### src/rtl/avalon_result_writer_if.sv
// Avalon-MM write channel used by the result writer.
// The master drives the write request; the slave answers with waitrequest.
interface avalon_result_writer_if #(
  parameter int ADDR_W = 32,
  parameter int DATA_W = 64
);
  logic [ADDR_W-1:0]   address;
  logic                write;
  logic [DATA_W-1:0]   writedata;
  logic [DATA_W/8-1:0] byteenable;
  logic                waitrequest;

  modport master (
    output address,
    output write,
    output writedata,
    output byteenable,
    input  waitrequest
  );

  modport slave (
    input  address,
    input  write,
    input  writedata,
    input  byteenable,
    output waitrequest
  );
endinterface

### src/rtl/avalon_result_writer.sv
// Avalon-MM write master that drains the compute engine's result vector.
// A start pulse snapshots all N_ROWS results, then one single-beat write per row
// goes to BASE_ADDR + row*ADDR_STRIDE, followed by a one-cycle done pulse.
// dbg_row is 4 bits wide, so N_ROWS is limited to 16.
module avalon_result_writer #(
  parameter int          N_ROWS      = 8,
  parameter int          RES_W       = 24,
  parameter int          DATA_W      = 64,
  parameter int          ADDR_W      = 32,
  parameter int unsigned BASE_ADDR   = 16,
  parameter int unsigned ADDR_STRIDE = 1
) (
  input  logic                    clk,
  input  logic                    rst,
  input  logic                    start,
  input  logic [N_ROWS*RES_W-1:0] c_in,
  avalon_result_writer_if.master  avm,
  output logic                    busy,
  output logic                    done,
  output logic [1:0]              dbg_state,
  output logic [3:0]              dbg_row
);

  localparam int IDX_W = (N_ROWS > 1) ? $clog2(N_ROWS) : 1;

  typedef enum logic [1:0] {
    IDLE  = 2'd0,
    WRITE = 2'd1,
    DONE  = 2'd2
  } state_t;

  state_t           state_q;
  state_t           state_d;
  logic [3:0]       row_q;
  logic [3:0]       row_d;
  logic             load;
  logic [RES_W-1:0] res_buf [N_ROWS];

  // State, row index and result snapshot registers; the snapshot is taken only on an accepted start
  always_ff @(posedge clk) begin
    if (rst) begin
      state_q <= IDLE;
      row_q   <= '0;
      for (int i = 0; i < N_ROWS; i++) begin
        res_buf[i] <= '0;
      end
    end else begin
      state_q <= state_d;
      row_q   <= row_d;
      if (load) begin
        for (int i = 0; i < N_ROWS; i++) begin
          res_buf[i] <= c_in[i*RES_W +: RES_W];
        end
      end
    end
  end

  // Sequencing: start is honoured only in IDLE, a row advances only when its write is accepted
  always_comb begin
    state_d = state_q;
    row_d   = row_q;
    load    = 1'b0;
    case (state_q)
      IDLE: begin
        if (start) begin
          load    = 1'b1;
          row_d   = '0;
          state_d = WRITE;
        end
      end
      WRITE: begin
        if (!avm.waitrequest) begin
          if (row_q == 4'(N_ROWS - 1)) begin
            state_d = DONE;
          end else begin
            row_d = row_q + 4'd1;
          end
        end
      end
      DONE: begin
        state_d = IDLE;
        row_d   = '0;
      end
      default: begin
        state_d = IDLE;
        row_d   = '0;
      end
    endcase
  end

  // Bus outputs decode only from registered state, row and snapshot, so they hold steady during stalls
  always_comb begin
    avm.write      = 1'b0;
    avm.address    = '0;
    avm.writedata  = '0;
    avm.byteenable = '0;
    if (state_q == WRITE) begin
      avm.write      = 1'b1;
      avm.address    = ADDR_W'(BASE_ADDR) + ADDR_W'(row_q) * ADDR_W'(ADDR_STRIDE);
      avm.writedata  = DATA_W'(res_buf[row_q[IDX_W-1:0]]);
      avm.byteenable = '1;
    end
  end

  assign busy      = (state_q != IDLE);
  assign done      = (state_q == DONE);
  assign dbg_state = state_q;
  assign dbg_row   = row_q;

endmodule

### src/flat_wrapper.sv
// flat-port wrapper written by rule: the top's interface ports become plain ports
module avalon_result_writer_flat 
#(
  parameter int          N_ROWS      = 8,
  parameter int          RES_W       = 24,
  parameter int          DATA_W      = 64,
  parameter int          ADDR_W      = 32,
  parameter int unsigned BASE_ADDR   = 16,
  parameter int unsigned ADDR_STRIDE = 1
)
  (clk, rst, start, c_in, busy, done, dbg_state, dbg_row, avm_address, avm_write, avm_writedata, avm_byteenable, avm_waitrequest);
  avalon_result_writer_if #(.ADDR_W(ADDR_W), .DATA_W(DATA_W)) avm_i ();
  input  logic clk;
  input  logic rst;
  input  logic start;
  input  logic [N_ROWS*RES_W-1:0] c_in;
  output logic busy;
  output logic done;
  output logic [1:0] dbg_state;
  output logic [3:0] dbg_row;
  output wire logic [$bits(avm_i.address)-1:0] avm_address;
  output wire logic [$bits(avm_i.write)-1:0] avm_write;
  output wire logic [$bits(avm_i.writedata)-1:0] avm_writedata;
  output wire logic [$bits(avm_i.byteenable)-1:0] avm_byteenable;
  input wire logic [$bits(avm_i.waitrequest)-1:0] avm_waitrequest;
  assign avm_address = avm_i.address;
  assign avm_write = avm_i.write;
  assign avm_writedata = avm_i.writedata;
  assign avm_byteenable = avm_i.byteenable;
  assign avm_i.waitrequest = avm_waitrequest;
  avalon_result_writer #(.N_ROWS(N_ROWS), .RES_W(RES_W), .DATA_W(DATA_W), .ADDR_W(ADDR_W), .BASE_ADDR(BASE_ADDR), .ADDR_STRIDE(ADDR_STRIDE)) u_core (.clk(clk), .rst(rst), .start(start), .c_in(c_in), .avm(avm_i), .busy(busy), .done(done), .dbg_state(dbg_state), .dbg_row(dbg_row));
endmodule
### config.mk
export PLATFORM = sky130hd
export DESIGN_NAME = avalon_result_writer_flat
export DESIGN_NICKNAME = d
export VERILOG_FILES = /design/src/rtl/avalon_result_writer_if.sv /design/src/rtl/avalon_result_writer.sv /design/src/flat_wrapper.sv
export SDC_FILE = /design/constraint.sdc
export NUM_CORES = 1
export LEC_CHECK = 0
export CAP_MARGIN = 25
export CELL_PAD_IN_SITES_DETAIL_PLACEMENT = 1
export CELL_PAD_IN_SITES_GLOBAL_PLACEMENT = 1
export CORE_MARGIN = 1.5
export CORE_UTILIZATION = 37
export DETAILED_ROUTE_END_ITERATION = 10
export PLACE_DENSITY = 0.86
export SLEW_MARGIN = 5
export SYNTH_ARGS = -nofsm -noshare
export SYNTH_HDL_FRONTEND = slang
export SYNTH_SLANG_ARGS = --single-unit
### constraint.sdc
create_clock -name clk -period 11.3 [get_ports clk]
set_clock_uncertainty 0.05 [all_clocks]
set_input_delay 3.39 -clock clk [delete_from_list [all_inputs] [get_ports clk]]
set_output_delay 3.39 -clock clk [all_outputs]
set_load 0.05 [all_outputs]
; Yosys cells after proc, flatten, opt, wreduce, memory -nomap -nowiden
; Memories as Yosys holds them, arrays and structs flattened. A register that Yosys moved wholly into a read port is not among the register bits.
; Cells that the tools add are included.
[totals]
regBits = 6
ram_bits = 192
inputBits = 196
n_memories = 1
wordCells = 53
output_inout_bits = 113
[mem_list]
columns = name, words, width, read_ports, rd_ports_with_merged_regs, write_ports, line_no
row1 = u_core.res_buf, 8, 24, 1, 1, 8, avalon_result_writer.sv:37  ; logic [RES_W-1:0] res_buf [N_ROWS];
[classes]
bitwise = 8
n_mux = 29
reduce_logical = 4
n_eq_ne = 7
addsub = 2
[ops]
columns = op, count
row1 = $mux W24, 9
row2 = $mux W32, 1
row3 = $mux W4, 3
row4 = $mux W1, 8
row5 = $mux W8, 1
row6 = $or A1 B1 Y1, 8
row7 = $pmux W4 S2, 1
row8 = $add A5 B4 Y6 const A, 1
row9 = $mux W2, 3
row10 = $mux W3, 2
row11 = $ne A2 B2 Y1 const B, 3
row12 = $reduce_and A3 Y1, 2
row13 = $add A4 B1 Y4 const B, 1
row14 = $eq A4 B3 Y1 const B, 1
row15 = $pmux W2 S2, 1
row16 = $eq A2 B1 Y1 const B, 1
row17 = $eq A2 B2 Y1 const B, 1
row18 = $logic_not A2 Y1, 1
row19 = $ne A2 B1 Y1 const B, 1
row20 = $reduce_bool A2 Y1, 1

; Longest topological paths before layout
; Gate-level depths: netlist (run 1).
[depth]
ltp_word = 6
ltp_mapped = 6
ltp_nobuf = 5

; Worst setup path after synthesis (run 1)
; No wires, ideal clock.
[synth_timing]
kind = input to register
startpoint = input port rst
endpoint = memory u_core.res_buf[0][0], enable pin
stages = 3
t_arrival_ps = 8579
required_ps = 10664
n_path_buf = 2
setup_ps = 586
path_slack_ps = 2085
path_cell_list = clkbuf_1 > clkbuf_1 > nand2b_1
[synth_rtl]
columns = item, line_no
row1 = from (decl), flat_wrapper.sv:14  ; input logic rst;
row2 = to (decl), avalon_result_writer.sv:37

==> results of run 1 <==
-- logic make-up after synthesis --
family                   after synthesis  share of synthesized area [%]
buffers and inverters                115                           8.21
adder cells (fa/ha/maj)                1                          0.131
AO/OA/AOI/OAI                         36                           2.94
multiplexers                          48                           12.1
flip-flops                           201                           62.3
AND/OR/NAND/NOR                      222                           14.3
other                                  1                         0.0393
-- sequential cells by signal (all words and copies together) (netlist names), named ones only --
signal	count
u_core.res_buf	192
u_core.dbg_row	4
u_core.dbg_state	2
-- power by group through the flow --
stage / Combinational (mW) / Sequential, mW / Clock [mW]
after floorplan: 0.183 / 0.911 / 0
after global placement: 0.256 / 0.911 / 0
after detailed placement: 0.262 / 0.917 / 0
after CTS: 0.263 / 0.902 / 0.724
after global routing: 0.286 / 0.901 / 0.752
final: 0.269 / 0.896 / 0.707
-- layer usage --
layer  wire length (um)  part of all wire (%)
met5                  0                     0
met4                703                   3.0
met3               1300                   5.6
met2              12000                    51
met1               9380                    40
-- worst register-to-register path, stage by stage (launching register included) --
cell and delay [ns]:
dfxtp_1 0.37, nor2_1 0.16, nand2_1 0.18, nand2b_4 0.36
buf_4 0.56, buf_12 0.32
-- cell usage after synthesis --
cell type | n | area (um2)
buf_4 | 78 | 586
nand2b_2 | 1 | 8.76
nor2_4 | 1 | 11.3
nand2_1 | 5 | 18.8
inv_1 | 2 | 7.51
nand3b_1 | 1 | 7.51
buf_2 | 9 | 45.0
inv_2 | 1 | 3.75
edfxtp_1 | 192 | 5770
ha_1 | 1 | 12.5
mux4_2 | 28 | 631
mux4_1 | 20 | 526
nor2_1 | 9 | 33.8
a211oi_1 | 4 | 30.0
clkbuf_2 | 6 | 30.0
nand2b_1 | 2 | 12.5
buf_6 | 1 | 11.3
nor4_1 | 1 | 6.26
dfxtp_1 | 9 | 180
and2_0 | 1 | 6.26
a21oi_1 | 6 | 30.0
buf_12 | 2 | 40.0
conb_1 | 1 | 3.75
a22o_1 | 24 | 210
clkbuf_1 | 16 | 60.1
nand3_1 | 2 | 10.0
nor2b_1 | 49 | 307
or2_1 | 1 | 6.26
o21ai_0 | 2 | 10.0
and2_1 | 148 | 926
nor3b_1 | 1 | 7.51
-- path summary, 6_finish.rpt --
path                                              end                 from  depth (start not counted)
worst min register to register      u_core.dbg_row[3]    u_core.dbg_row[3]                          2
worst min-delay path                u_core.dbg_row[3]    u_core.dbg_row[3]                          2
worst max-delay path                 avm_writedata[7]             register                          4
worst max register to register  u_core.res_buf[3][19]  u_core.dbg_state[0]                          5
-- metrics by stage --
stage	power, mW	hold slack [ns]	std cells	cell area [um2]	util, %
global placement	1.17	0.466	1155	11900	47.1
finish	1.87	0.494	1201	12700	50.4
floorplan	1.09	0.676	690	9790	-
global route	1.94	0.545	1200	12700	50.4
CTS	1.89	0.500	1197	12600	50.1
detailed placement	1.18	0.485	1156	11900	47.2
-- cell type report --
class	instances	area [um2]	share of cell area (%)
repair buffers	251	2550	20.1
flip-flops and latches	201	5950	46.8
clock buffers	25	583	4.58
multi-input cells	374	3080	24.2
inverters	3	11.3	0.0885
well taps	330	413	3.25
diodes	1	2.50	0.0197
clock inverters	16	126	0.994
==> results.tsv, run 1 <==
metric	value	unit
status	finished clean	
pre_cts_ws	5.13	ns
drive_gt1_share	9.08	%
dieArea	26800	um2
p_sw_share	24.4	%
cts_tree	yes	
portBuffers	241	
finalSetupViolations	0	
yosysSeqAreaShare	62.3	%
grt_pass1_wl	35.6	mm
wl_per_cell	19.4	um
fin_crit	6.45	ns
dp_hpwl	15.9	mm
grt_pass1_vias	6184	
slew_headroom	40.4	%
antenna_found_initial	0	
fmax	155	MHz
use_met1	21.2	%
cts_root_buffer	clkbuf_16	
syn2layout_area_growth	33.3	%
via_count	5679	
synth.avg_cell_area	15.3	um2
drc	0	
timing.final.ws_setup	4.85	ns
p_seq_share	47.9	%
yosys_register_bits	201	
rows	58	
p_per_area	147	nW/um2
grtUsageTotal	17.5	%
start_kind	register	
final-hold-violation-count	0	
crit_fanout	32	
vias_per_cell	4.73	
initial_core_util	37.8	%
vdd_drop_max	0.111	mV
finalNetCount	1051	
syn-cell-area	9540	um2
max_stage_delay	0.69	ns
intPower	1.42	mW
rsz0062_at_grt	false	
postSynthCellCount	624	
die_y	164	um
gr-usage-met3	3.15	%
crit_slowest_cell	clkdlybuf4s50_1	
worstMarginPinSlew	0.892	ns
comb_power_share	14.4	%
worstPathRequired	7.86	ns
ios	309	
fin_setup_tns	0	ns
post-route-period-util	57.1	%
cts_buffer_depth	3	
fillers	2541	
critical_path.top_delay_family	buffers and inverters	
mostFrequentLayoutCells	clkdlybuf4s50_1, edfxtp_1, and2_1	
critPathKind	register to primary output	
clk_pin_slew	0.06	ns
cts_resized	0	
h-tree-depth	1	
crit_buf_inv	2	
layout_commonest_cell	clkdlybuf4s50_1	
grt_max_degree	84	
place_congestion	0.776	
synth_cell_types	31	
rrSetupSlack	8.97	ns
p_switching	457	uW
grt_use_met2	31.1	%
post_cts_buffers	0	
clockPowerShare	37.8	%
die_width	164	um
arrival	3.01	ns
cts_sinks	201	
busiest_layer	met2	
drt_pass1_iterations	4	
p_leak	4.78	nW
numCtsBuffers	23	
insertion_delay	0.50	ns
yosys_warnings	0	
crit_chain	buf_16, mux4_1, a22o_1, clkdlybuf4s50_1	
hold_class	register to register	
cap_violations	0	
crit_path_end_kind	primary output	
core	25300	um2
first_iter_violations	232	
overflow	0	
final_antenna_net_count	0	
slew_viol_final	0	
postCtsHoldBufs	0	
routed_wl	23.4	mm
Power figures use the tool's default switching activity.
==> inputs of run 2 (changes only) <==
--- a/config.mk
+++ b/config.mk
@@ -9,9 +9,9 @@
 export CELL_PAD_IN_SITES_DETAIL_PLACEMENT = 1
 export CELL_PAD_IN_SITES_GLOBAL_PLACEMENT = 1
 export CORE_MARGIN = 1.5
-export CORE_UTILIZATION = 37
+export CORE_UTILIZATION = 34
 export DETAILED_ROUTE_END_ITERATION = 10
-export PLACE_DENSITY = 0.86
+export PLACE_DENSITY = 0.83
 export SLEW_MARGIN = 5
 export SYNTH_ARGS = -nofsm -noshare
 export SYNTH_HDL_FRONTEND = slang
==> constraint.sdc (replaced) <==
create_clock -name clk -period 5.4 [get_ports clk]
set_clock_uncertainty 0.05 [all_clocks]
set_input_delay 1.62 -clock clk [delete_from_list [all_inputs] [get_ports clk]]
set_output_delay 1.62 -clock clk [all_outputs]
set_load 0.05 [all_outputs]
==> run 2 against run 1 <==
  * Hold slack better by 0.0087 ns
  * Cell count up 4.2%
  * Sequential power up 110%
  * Sequential cell count unchanged
  * Global-route usage down 1.4 points
  * Combinational power up 110%
  * Clock power up 110%
  * Highest routed layer is now met5
  * Via count down 0.33%
  * Routed wire length up 2.3%
  * Die area up 8.7%
  * Core utilization down 4.3 points
==> results.tsv, run 2 (synthesis gave the netlist of run 1 again) <==
metric	value	unit	change
busiest_layer	met2		
via_count	5660		-0.33%
place_congestion	0.779		+0.37%
clk_pin_slew	0.06	ns	about the same
h-tree-depth	1		unchanged
total_power	3.93	mW	+110%
crit-reg2reg-capture	u_core.res_buf[6][5]		
layout_commonest_cell	clkdlybuf4s50_1		
start_kind	register		
worstPathRequired	3.73	ns	-4.13 ns
fin_setup_tns	0	ns	unchanged
grt_use_met2	26.1	%	-5.0 points
finalNetCount	1051		unchanged
crit_path_end_kind	primary output		
insertion_delay	0.49	ns	about the same
whs_endpoint	u_core.dbg_row[3]		
use_met1	21.3	%	+0.078 points
reg2reg_depth	4		-1
hold_class	register to register		
grt_pass1_wl	34.9	mm	-1.9%
p_leak	4.77	nW	-0.21%
final-hold-violation-count	0		unchanged
drive_gt1_share	9.08	%	unchanged
slew_headroom	43.2	%	+2.8 points
rsz0062_at_grt	false		
drc	0		unchanged
status	finished clean		
fmax	200	MHz	
rows	61		+5.2%
mostFrequentLayoutCells	clkdlybuf4s50_1, edfxtp_1, and2_1		
grt_pass1_vias	5843		-5.5%
critical_path.top_delay_family	buffers and inverters		
largest_reg_flops	192		unchanged
cap_violations	0		unchanged
first_iter_violations	393		+69%
grtUsageTotal	16.1	%	-1.4 points
rrSetupSlack	3.42	ns	-5.55 ns
arrival	3.34	ns	+0.33 ns
antenna_found_initial	5		+5
cts_root_buffer	clkbuf_16		
drt_pass1_iterations	4		unchanged
postCtsHoldBufs	0		unchanged
critPathKind	register to primary output		
numCtsBuffers	23		unchanged
cts_buffer_depth	3		unchanged
cts_resized	0		unchanged
crit_chain	nand2b_2, inv_2, and2_1, buf_4, a22o_1, clkdlybuf4s50_1		
largest-register	u_core.res_buf		
finalSetupViolations	0		unchanged
overflow	0		unchanged
hp-start	u_core.dbg_row[3]		
die_y	171	um	+4.2%
crit_slowest_cell	clkdlybuf4s50_1		
crit_buf_inv	3		+1
wl_per_cell	19.1	um	-1.7%
dp_hpwl	16.9	mm	+6.7%
crit_fanout	16		-50%
vias_per_cell	4.52		-4.3%
grt_max_degree	91		+8.3%
cts_sinks	201		unchanged
initial_core_util	34.4	%	-3.3 points
worstMarginPinSlew	0.853	ns	-0.0398 ns
cts_tree	yes		
vdd_drop_max	0.190	mV	+71%
post_cts_buffers	0		unchanged
dieArea	29100	um2	+8.7%
final_antenna_net_count	0		unchanged
rr_startpoint	u_core.dbg_state[0]		
post-route-period-util	92.7	%	
min_path_cells	2		unchanged
max_stage_delay	0.86	ns	+0.17 ns
gr-usage-met3	3.45	%	+0.30 points
die_width	171	um	+4.2%
fin_crit	5.01	ns	
portBuffers	241		unchanged
core	27700	um2	+9.7%
routed_wl	23.9	mm	+2.3%
slew_viol_final	0		unchanged
p_per_area	308	nW/um2	+110%
syn2layout_area_growth	33.7	%	
ios	309		unchanged
run 2: worst reg2reg max path, stage by stage, from the launching register on:
cell and delay (ns):
dfxtp_1 0.37, nor2_1 0.16, nand2_1 0.19, nand2b_4 0.32, buf_12 0.41
run 2: stage by stage:
| step | area, um2 | hold slack, ns | instances | util [%] | worst slack [ns] |
|---|---|---|---|---|---|
| 5_1_grt | 12800 | 0.538 | 1251 | 46.0 | 0.191 |
| 6_report | 12800 | 0.502 | 1251 | 46.0 | 0.392 |
| 4_1_cts | 12700 | 0.511 | 1248 | 46.0 | 0.318 |
| 3_3_place_gp | 12000 | 0.460 | 1207 | 43.5 | 0.957 |
| 3_5_place_dp | 12000 | 0.501 | 1207 | 43.5 | 0.869 |
| 2_1_floorplan | 9790 | 0.676 | 690 | - | 0.191 |
run 2: routing by layer:
metal	vias up	share of wire [%]
met3	43	6.4
met2	235	47
met4	4	2.9
met1	2775	43
met5	-	0.10
li1	2603	-
run 2: area by class of cell:
cell class | count | area [um2]
Clock buffer | 25 | 583
Multi-Input combinational cell | 374 | 3070
Tap cell | 378 | 473
Antenna cell | 3 | 7.51
Fill cell | 2790 | 14900
Clock inverter | 16 | 126
Sequential cell | 201 | 5950
Timing Repair Buffer | 251 | 2530
Inverter | 3 | 11.3
run 2: how the worst max path moves through the flow:
| stage | from | end | slack [ns] | cells after the start |
|---|---|---|---|---|
| 3_5_place_dp | u_core.dbg_state[0] | avm_writedata[15] | 0.87 | 6 |
| 6_report | u_core.dbg_state[1] | avm_writedata[15] | 0.39 | 6 |
| 3_3_place_gp | u_core.dbg_state[1] | avm_writedata[15] | 0.96 | 6 |
| 5_1_grt | u_core.dbg_state[0] | avm_writedata[15] | 0.19 | 6 |
| 4_1_cts | u_core.dbg_state[1] | avm_writedata[15] | 0.32 | 6 |
| 2_1_floorplan | rst | u_core.res_buf[0][0] | 0.19 | 3 |
run 2: where the power goes:
part / internal, mW / switching (mW)
combinational: 0.252 / 0.315
clock: 0.872 / 0.618
sequential: 1.84 / 0.0404
total: 2.96 / 0.974
